<file path="config.mk">
export PLATFORM = sky130hd
export DESIGN_NAME = dsp_simd_addsub
export DESIGN_NICKNAME = d
export VERILOG_FILES = /design/src/rtl/dsp_simd_addsub.sv
export SDC_FILE = /design/constraint.sdc
export NUM_CORES = 1
export LEC_CHECK = 0
export CORE_MARGIN = 5
export CORE_UTILIZATION = 49
export CTS_CLUSTER_DIAMETER = 120
export CTS_CLUSTER_SIZE = 16
export DETAILED_ROUTE_END_ITERATION = 16
export PLACE_DENSITY = 0.85
export SYNTH_ARGS = -nofsm -noshare
export SYNTH_HDL_FRONTEND = slang
export SYNTH_SLANG_ARGS = --single-unit
</file>
<file path="constraint.sdc">
create_clock -name clock -period 11.9 [get_ports clock]
set_clock_uncertainty 0.1 [all_clocks]
set_input_delay 1.785 -clock clock [delete_from_list [all_inputs] [get_ports clock]]
set_output_delay 1.785 -clock clock [all_outputs]
set_load 0.05 [all_outputs]
</file>
<file path="src/rtl/dsp_simd_addsub.sv">
// dsp_simd_addsub: LANES-wide SIMD add/sub/accumulate/load on signed WIDTH-bit lanes.
// Two-stage pipeline: S1 captures operands, S2 registers result, overflow flags and
// the per-lane accumulators. A single global advance stalls both stages together.
// Optional feature: define DSP_SIMD_ADDSUB_SAT_EN to saturate overflowing lanes
// instead of wrapping them.
module dsp_simd_addsub #(
    parameter int unsigned WIDTH = 12,
    parameter int unsigned LANES = 4
) (
    input  logic                     clock,
    input  logic                     reset,
    input  logic                     in_valid,
    output logic                     in_ready,
    input  logic [1:0]               op,
    input  logic [LANES*WIDTH-1:0]   a,
    input  logic [LANES*WIDTH-1:0]   b,
    output logic                     out_valid,
    input  logic                     out_ready,
    output logic [LANES*WIDTH-1:0]   y,
    output logic [LANES-1:0]         ovf
);

    localparam int unsigned DW = LANES * WIDTH;

    localparam logic [1:0] OP_ADD  = 2'b00;
    localparam logic [1:0] OP_SUB  = 2'b01;
    localparam logic [1:0] OP_ACC  = 2'b10;
    localparam logic [1:0] OP_LOAD = 2'b11;

    // Reject out-of-range configurations at elaboration time.
    if (WIDTH < 1 || WIDTH > 12) begin : g_bad_width
        $error("dsp_simd_addsub: WIDTH must be in 1..12");
    end
    if (LANES < 1 || LANES > 4) begin : g_bad_lanes
        $error("dsp_simd_addsub: LANES must be in 1..4");
    end

`ifdef DSP_SIMD_ADDSUB_SAT_EN
    localparam logic [WIDTH-1:0] SAT_MAX = WIDTH'((1 << (WIDTH - 1)) - 1);
    localparam logic [WIDTH-1:0] SAT_MIN = ~SAT_MAX;
`endif

    // Pipeline state
    logic            s1_valid;
    logic [1:0]      s1_op;
    logic [DW-1:0]   s1_a;
    logic [DW-1:0]   s1_b;
    logic [DW-1:0]   acc;

    // Combinational lane results computed from S1 and the accumulators
    logic [DW-1:0]   res_c;
    logic [LANES-1:0] ovf_c;
    logic            advance_c;
    logic            acc_wr_c;

    // Whole pipeline moves when the output slot is empty or being consumed.
    assign advance_c = !out_valid || out_ready;
    assign in_ready  = reset && advance_c;

    // Only accumulate and load beats write back into the accumulators.
    assign acc_wr_c = (s1_op == OP_ACC) || (s1_op == OP_LOAD);

    // Per-lane arithmetic, one extra bit of headroom to detect signed overflow.
    for (genvar i = 0; i < LANES; i++) begin : g_lane
        logic [WIDTH-1:0] lane_a;
        logic [WIDTH-1:0] lane_b;
        logic [WIDTH-1:0] lane_acc;
        logic [WIDTH:0]   ext_a;
        logic [WIDTH:0]   ext_b;
        logic [WIDTH:0]   ext_acc;
        logic [WIDTH:0]   sum;
        logic             lane_ovf;
        logic [WIDTH-1:0] lane_res;

        assign lane_a   = s1_a[i*WIDTH +: WIDTH];
        assign lane_b   = s1_b[i*WIDTH +: WIDTH];
        assign lane_acc = acc[i*WIDTH +: WIDTH];

        assign ext_a   = {lane_a[WIDTH-1], lane_a};
        assign ext_b   = {lane_b[WIDTH-1], lane_b};
        assign ext_acc = {lane_acc[WIDTH-1], lane_acc};

        // Select the exact (WIDTH+1)-bit signed result for this lane.
        always_comb begin
            sum = ext_a;
            case (s1_op)
                OP_ADD:  sum = ext_a + ext_b;
                OP_SUB:  sum = ext_a - ext_b;
                OP_ACC:  sum = ext_acc + ext_a;
                default: sum = ext_a;
            endcase
        end

        // Overflow when the two top bits disagree; a load can never overflow.
        assign lane_ovf = (s1_op != OP_LOAD) && (sum[WIDTH] != sum[WIDTH-1]);

`ifdef DSP_SIMD_ADDSUB_SAT_EN
        // Clamp toward the sign of the exact result.
        assign lane_res = lane_ovf ? (sum[WIDTH] ? SAT_MIN : SAT_MAX) : sum[WIDTH-1:0];
`else
        // Two's complement wrap: keep the low WIDTH bits.
        assign lane_res = sum[WIDTH-1:0];
`endif

        assign res_c[i*WIDTH +: WIDTH] = lane_res;
        assign ovf_c[i]                = lane_ovf;
    end

    // S1: operand register; a bubble enters when no beat is offered.
    always_ff @(posedge clock) begin
        if (!reset) begin
            s1_valid <= 1'b0;
            s1_op    <= 2'b00;
            s1_a     <= '0;
            s1_b     <= '0;
        end else if (advance_c) begin
            s1_valid <= in_valid;
            if (in_valid) begin
                s1_op <= op;
                s1_a  <= a;
                s1_b  <= b;
            end
        end
    end

    // S2: result register and accumulator write-back; y/ovf hold across bubbles.
    always_ff @(posedge clock) begin
        if (!reset) begin
            out_valid <= 1'b0;
            y         <= '0;
            ovf       <= '0;
            acc       <= '0;
        end else if (advance_c) begin
            out_valid <= s1_valid;
            if (s1_valid) begin
                y   <= res_c;
                ovf <= ovf_c;
                if (acc_wr_c) begin
                    acc <= res_c;
                end
            end
        end
    end

endmodule

</file>
==> results of run 1 <==
==> cells in the mapped netlist (all sizes together) (24+ instances only) <==
master,n
nand2,261
dfxtp,200
a21oi,191
nor2,145
o21ai,96
clkbuf,85
ha,59
inv,59
a211oi,51
nor3,47
xnor2,26
o31a,24
==> critical path: stages <==
cell and delay, ns:
sky130_fd_sc_hd__clkdlybuf4s50_1 1.16, sky130_fd_sc_hd__inv_4 0.48, sky130_fd_sc_hd__nor2_1 0.23, sky130_fd_sc_hd__clkdlybuf4s50_1 0.82
==> kinds of logic (layout without fill, tap and decap cells) <==
| logic type | count (synthesis) | after routing |
|---|---|---|
| AOI/OAI and AO/OA | 489 | 489 |
| muxes | 21 | 21 |
| and+or+nand+nor | 534 | 534 |
| DFF | 200 | 200 |
| xor gates and xnor gates | 36 | 36 |
| buffers and inverters | 157 | 257 |
| adders and majority gates | 63 | 63 |
==> power groups by stage <==
| stage | Sequential [mW] | Clock, mW | Combinational (mW) |
|---|---|---|---|
| 3_3_place_gp | 0.756 | 0 | 0.390 |
| 4_1_cts | 0.742 | 0.552 | 0.404 |
| 2_1_floorplan | 0.792 | 0 | 0.238 |
| 6_report | 0.744 | 0.545 | 0.405 |
| 5_1_grt | 0.748 | 0.582 | 0.446 |
| 3_5_place_dp | 0.757 | 0 | 0.401 |
==> layer usage <==
metal	track usage	part of all wire	routed length [um]
met1	0.312	0.44	13900
met2	0.387	0.46	14600
met3	0.0426	0.072	2290
met4	0.0850	0.028	871
met5	0	0	0
==> flip-flops by register name, indices dropped and copies added, names as in the netlist <==
signal and cells:
acc 48, s1_a 48, s1_b 48, y 48, ovf 4, s1_op 2
out_valid 1, s1_valid 1
==> stage by stage <==
| step | utilization | setup WS, ns | instance area [sq um] | std cells | hold WS [ns] |
|---|---|---|---|---|---|
| finish | 0.595 | 5.53 | 13500 | 1885 | 0.366 |
| global route | 0.595 | 5.35 | 13500 | 1885 | 0.389 |
| CTS | 0.595 | 5.50 | 13500 | 1885 | 0.368 |
| detailed placement | 0.571 | 5.51 | 13000 | 1853 | 0.358 |
| global placement | 0.571 | 5.58 | 13000 | 1853 | 0.346 |
| floorplan | - | 7.12 | 11300 | 1500 | 0.336 |
==> layout make-up <==
| class | instances | area [sq um] |
|---|---|---|
| Sequential cell | 200 | 4000 |
| Clock buffer | 17 | 425 |
| Timing Repair Buffer | 166 | 1630 |
| Multi-Input combinational cell | 1143 | 6750 |
| Inverter | 59 | 224 |
| Tap cell | 285 | 357 |
| Fill cell | 1993 | 9190 |
| Clock inverter | 15 | 120 |
==> worst paths after layout <==
path                                from  endpoint  slack, ns  cells past startpoint
worst max-delay path               reset  in_ready       5.53                      4
worst min register to register  s1_b[44]  s1_b[44]       0.37                      2
worst max register to register  s1_op[0]    ovf[1]       7.49                     15
worst min-delay path            s1_b[44]  s1_b[44]       0.37                      2
==> impl_summary.log, run 1 <==
INFO  metric area_delta_synth_final = 19.3%
INFO  metric number_of_enable_type_register_cells_in_the_synthesized_netlist = 0
INFO  metric dr_total_vias = 11100
INFO  metric std_cell_rows = 55
INFO  metric seq_area_frac_synth = 0.353
INFO  metric io_pins = 156
INFO  metric power.share.sequential = 0.439
INFO  metric layout.nets = 1752
INFO  metric post_synth_mux_area_share = 0.0190
INFO  metric pwr_density_cell = 125 mW/mm^2
INFO  metric clk-insertion-delay-late = 0.45 ns
INFO  metric required = 10.02 ns
INFO  metric syn_nets = 1665
INFO  metric synthAdderAreaFrac = 0.0722
INFO  metric final_period_minus_worst_setup_slack = 6.37 ns
INFO  metric setup_total_negative_slack = 0 ns
INFO  metric design_power_total = 1.69 mW
INFO  metric tightest_slew = 1.05 ns
INFO  metric dieArea = 0.0263 sq mm
INFO  metric hold_viol = 0
INFO  metric synthSimpleGateAreaFrac = 0.205
INFO  metric netlist_instances = 1500
INFO  metric cts_num_sinks = 200
INFO  metric asyncSetResetFlopFracSynth = 0
INFO  metric layout_commonest_cell = sky130_fd_sc_hd__nand2_1
INFO  metric timing.final.crit_share = 0.536
INFO  metric track_usage = 0.236
INFO  metric initialDrtViolationCount = 810
INFO  metric worst_slew_margin_rel = 0.296
INFO  metric insertedDiodeCount = 0
INFO  metric avgViaCountPerCell = 5.88
INFO  metric setup-violations-final = 0
INFO  metric synth_area = 0.0113 sq mm
INFO  metric crit_arrival = 4.49 ns
INFO  metric port-buffer-count = 155
INFO  metric synth_top_family_by_area = compound AO/OA/AOI/OAI gates
INFO  metric drt.antenna.violating_nets = 0
INFO  metric root_buffer = sky130_fd_sc_hd__clkbuf_16
INFO  metric wl_per_cell = 16.8 um
INFO  metric yosys_warnings = 0
INFO  metric synth_area_per_cell = 7.56 sq um
INFO  metric synth_xor_xnor_area_share = 0.0315
INFO  metric rsz_0062_raised_after_global_routing = no
INFO  metric dominant_register_cell_in_the_synthesized_netlist = sky130_fd_sc_hd__dfxtp_1
INFO  metric share_comb_of_total_power = 0.239
INFO  metric die_span_in_x = 162 um
INFO  metric synth_top_area_cell = sky130_fd_sc_hd__dfxtp_1
INFO  metric cts_hold_buffers = 0
INFO  metric power.share.clock = 0.322
INFO  metric post_route_wl = 31700 um
INFO  metric run_status = completed
INFO  metric post-synth-top-area-fraction = 0.353
INFO  metric finalMaxSlewViolations = 0
INFO  metric cts_max_path_bufs = 2
INFO  metric worst_case_vdd_ir_drop = 70.2 uV
INFO  metric leakage = 5.14 nW
INFO  metric setup.worst_path.start_class = primary input
INFO  metric grt_max_degree = 99
INFO  metric number_of_antenna_violations_at_the_first_check_in_global_routing = 0
INFO  metric netSwitchingFraction = 0.327
INFO  metric synth_seq_cells = 200
INFO  metric drive_above_1_share = 0.0425
INFO  metric cts.repair_timing.setup_buffer_count = 0
INFO  metric gr-total-overflow = 0
INFO  metric floorplan.initialDensity = 0.499
INFO  metric critical_path_maximum_fanout = 65
INFO  metric holdCritPathClass = reg2reg
INFO  metric synth_cell_type_count = 64
INFO  metric detail_route.drc_violations = 0
INFO  metric worstSetupEndpointType = output port
INFO  metric peak_clock_frequency_supported_by_timing = 157 MHz
INFO  metric max_cap_viol_count = 0
INFO  metric power.switching = 554 uW
INFO  metric drt_first_pass_iters = 5
INFO  metric most-common-layout-cells = 260 x sky130_fd_sc_hd__nand2_1, 200 x sky130_fd_sc_hd__dfxtp_1, 191 x sky130_fd_sc_hd__a21oi_1
INFO  metric die_height = 162 um
INFO  metric grt_first_pass_wirelength = 51400 um
INFO  metric first_global_vias = 10400
INFO  metric synth_compound_area_frac = 0.267
INFO  metric ctsHtreeMaxLevel = 4
INFO  metric cts_made_buffers = 17
INFO  metric setup.worst_path.class = in2out
INFO  metric hpwl = 21800 um
INFO  metric placeableCoreArea = 0.0227 sq mm
INFO  metric clk_pin_slew_worst_paths = 0.08 ns
INFO  metric internal_power = 1.14 mW
INFO  metric tritoncts_clock_tree = yes
INFO  metric finalWeightedCongestion = 0.883
INFO  metric synth.area.top_cells = sky130_fd_sc_hd__dfxtp_1 35%, sky130_fd_sc_hd__nand2_1 8.6%, sky130_fd_sc_hd__a21oi_1 8.4%
INFO  metric post_cts_resized = 0
(Power assumes the default switching activity.)
==> run 2: changes to the inputs <==
==> constraint.sdc (replaced) <==
create_clock -name clock -period 6.06 [get_ports clock]
set_clock_uncertainty 0.1 [all_clocks]
set_input_delay 0.909 -clock clock [delete_from_list [all_inputs] [get_ports clock]]
set_output_delay 0.909 -clock clock [all_outputs]
set_load 0.05 [all_outputs]
==> impl_summary.log, run 2 (synthesis gave the netlist of run 1 again) <==
INFO  metric run_status = completed
INFO  metric cts.repair_timing.setup_buffer_count = 0 (unchanged)
INFO  metric worstHoldPathCells = 2 (unchanged)
INFO  metric dr_total_vias = 11000 (-0.65%)
INFO  metric insertedDiodeCount = 0 (unchanged)
INFO  metric cts_hold_buffers = 0 (unchanged)
INFO  metric io_pins = 156 (unchanged)
INFO  metric setup.worst_path.start_class = flip-flop
INFO  metric leakage = 5.16 nW (+0.35%)
INFO  metric clk-insertion-delay-late = 0.45 ns (about the same)
INFO  metric final_period_minus_worst_setup_slack = 4.18 ns
INFO  metric post_route_wl = 31800 um (+0.53%)
INFO  metric setup_total_negative_slack = 0 ns (unchanged)
INFO  metric area_delta_synth_final = 19.4%
INFO  metric gr-total-overflow = 0 (unchanged)
INFO  metric grt_first_pass_wirelength = 51900 um (+0.91%)
INFO  metric setup.reg_to_reg.worst_slack = 1.88 ns (-5.61 ns)
INFO  metric worst_case_vdd_ir_drop = 156 uV (+120%)
INFO  metric cts_made_buffers = 17 (unchanged)
INFO  metric critical_path_cell_count = 15 (+11)
INFO  metric hold_viol = 0 (unchanged)
INFO  metric crit_arrival = 4.42 ns (-0.07 ns)
INFO  metric rsz_0062_raised_after_global_routing = no
INFO  metric layout.nets = 1754 (+0.11%)
INFO  metric hpwl = 21900 um (+0.56%)
INFO  metric required = 6.30 ns (-3.72 ns)
INFO  metric finalMaxSlewViolations = 0 (unchanged)
INFO  metric worst_slew_margin_rel = 0.160 (-0.136)
INFO  metric crit_path_frequent_cell = sky130_fd_sc_hd__inv_1
INFO  metric critical_path_maximum_fanout = 41 (-37%)
INFO  metric detail_route.drc_violations = 0 (unchanged)
INFO  metric setup-violations-final = 0 (unchanged)
INFO  metric design_power_total = 3.34 mW (+97%)
INFO  metric ctsHtreeMaxLevel = 4 (unchanged)
INFO  metric number_of_antenna_violations_at_the_first_check_in_global_routing = 0 (unchanged)
INFO  metric final_util = 0.596 (+0.000771)
INFO  metric crit_family = adder cells
INFO  metric worstSetupEndpointType = flip-flop
INFO  metric wl_per_cell = 16.9 um (+0.42%)
INFO  metric floorplan.initialDensity = 0.499 (unchanged)
INFO  metric root_buffer = sky130_fd_sc_hd__clkbuf_16
INFO  metric crit_path_cell_trace = inv_1 > ha_2 > buf_4 > or2_2 > a22o_1 > ha_1 > inv_1 > fa_1 > nor2b_1 > o2111ai_1 > a31oi_1 > o21ai_0 > a21oi_1 > xnor3_1 > a32o_1
INFO  metric hold_slack = 0.362 ns (-0.00419 ns)
INFO  metric std_cell_rows = 55 (unchanged)
INFO  metric drt.antenna.violating_nets = 0 (unchanged)
INFO  metric cts_max_path_bufs = 2 (unchanged)
INFO  metric die_height = 162 um (unchanged)
INFO  metric setup.worst_path.class = reg2reg
INFO  metric slowest_cell_on_the_critical_path = sky130_fd_sc_hd__ha_2
INFO  metric worstHoldEndpoint = s1_b[44]
INFO  metric reg2regPathDepth = 15 (unchanged)
INFO  metric pwr_density_cell = 247 mW/mm^2 (+97%)
INFO  metric placeableCoreArea = 0.0227 sq mm (unchanged)
INFO  metric avgViaCountPerCell = 5.84 (-0.75%)
INFO  metric drive_above_1_share = 0.0431 (+0.000571)
INFO  metric setup_ws = 1.88 ns (-3.64 ns)
INFO  metric most-common-layout-cells = 260 x sky130_fd_sc_hd__nand2_1, 200 x sky130_fd_sc_hd__dfxtp_1, 191 x sky130_fd_sc_hd__a21oi_1
INFO  metric holdCritPathClass = reg2reg
INFO  metric post-place-ws = 1.94 ns (-3.57 ns)
INFO  metric peak_clock_frequency_supported_by_timing = 239 MHz
INFO  metric grt_max_degree = 99 (unchanged)
INFO  metric first_global_vias = 10500 (+1.1%)
INFO  metric die_span_in_x = 162 um (unchanged)
INFO  metric critPathMaxStageDelay = 0.63 ns (-0.53 ns)
INFO  metric setup.worst_path.start = s1_op[0]
INFO  metric cts_num_sinks = 200 (unchanged)
INFO  metric initialDrtViolationCount = 915 (+13%)
INFO  metric finalWeightedCongestion = 0.939 (+6.4%)
INFO  metric drt_first_pass_iters = 8 (+3)
INFO  metric clk_pin_slew_worst_paths = 0.07 ns (about the same)
INFO  metric timing.hold.worst.start = s1_b[44]
INFO  metric track_usage = 0.239 (+0.00305)
INFO  metric tritoncts_clock_tree = yes
INFO  metric post_cts_resized = 0 (unchanged)
INFO  metric worstPathBufferInverterCount = 3 (unchanged)
INFO  metric worstReg2RegEnd = ovf[1]
INFO  metric tightest_slew = 1.26 ns (+0.204 ns)
INFO  metric layout_commonest_cell = sky130_fd_sc_hd__nand2_1
INFO  metric timing.final.crit_share = 0.689
INFO  metric dieArea = 0.0263 sq mm (unchanged)
INFO  metric port-buffer-count = 155 (unchanged)
INFO  metric reg2reg_from = s1_op[0]
INFO  metric max_cap_viol_count = 0 (unchanged)
run 2: worst max path at each step:
stage / slack, ns / end
2_1_floorplan: 2.20 / ovf[3]
3_3_place_gp: 2.04 / ovf[1]
3_5_place_dp: 1.94 / ovf[2]
4_1_cts: 1.87 / ovf[1]
5_1_grt: 1.55 / ovf[1]
6_report: 1.88 / ovf[1]
run 2: layout make-up:
cell class                 count  area, sq um
clock inverter                13          105
timing repair buffer         168         1650
sequential                   200         4000
tap                          285          357
multi-input combinational   1143         6750
fill                        2072         9180
clock buffer                  19          443
inverter                      59          224
run 2: tightest hold or removal path, stage by stage, from the launching register on:
cell and delay [ns]:
sky130_fd_sc_hd__dfxtp_1 0.32, sky130_fd_sc_hd__nand2_1 0.05, sky130_fd_sc_hd__a21oi_1 0.05
run 2: per-stage QoR:
stage,instance area [sq um],instances
floorplan,11300,1500
global route,13500,1887
global placement,13000,1855
CTS,13500,1887
finish,13500,1887
detailed placement,13000,1855
run 2: per-layer routing:
layer,share of wire,GRT usage,wire (um),up-vias
met5,0,0,0,-
met4,0.022,0.0761,692,0
met3,0.080,0.0518,2550,55
met2,0.46,0.396,14700,426
met1,0.44,0.311,13900,5080
li1,-,-,-,5456
run 2: report_power, final:
group / internal [mW] / total, mW / switching, mW
clock: 0.547 / 1.08 / 0.533
sequential: 1.39 / 1.46 / 0.0726
combinational: 0.318 / 0.799 / 0.482
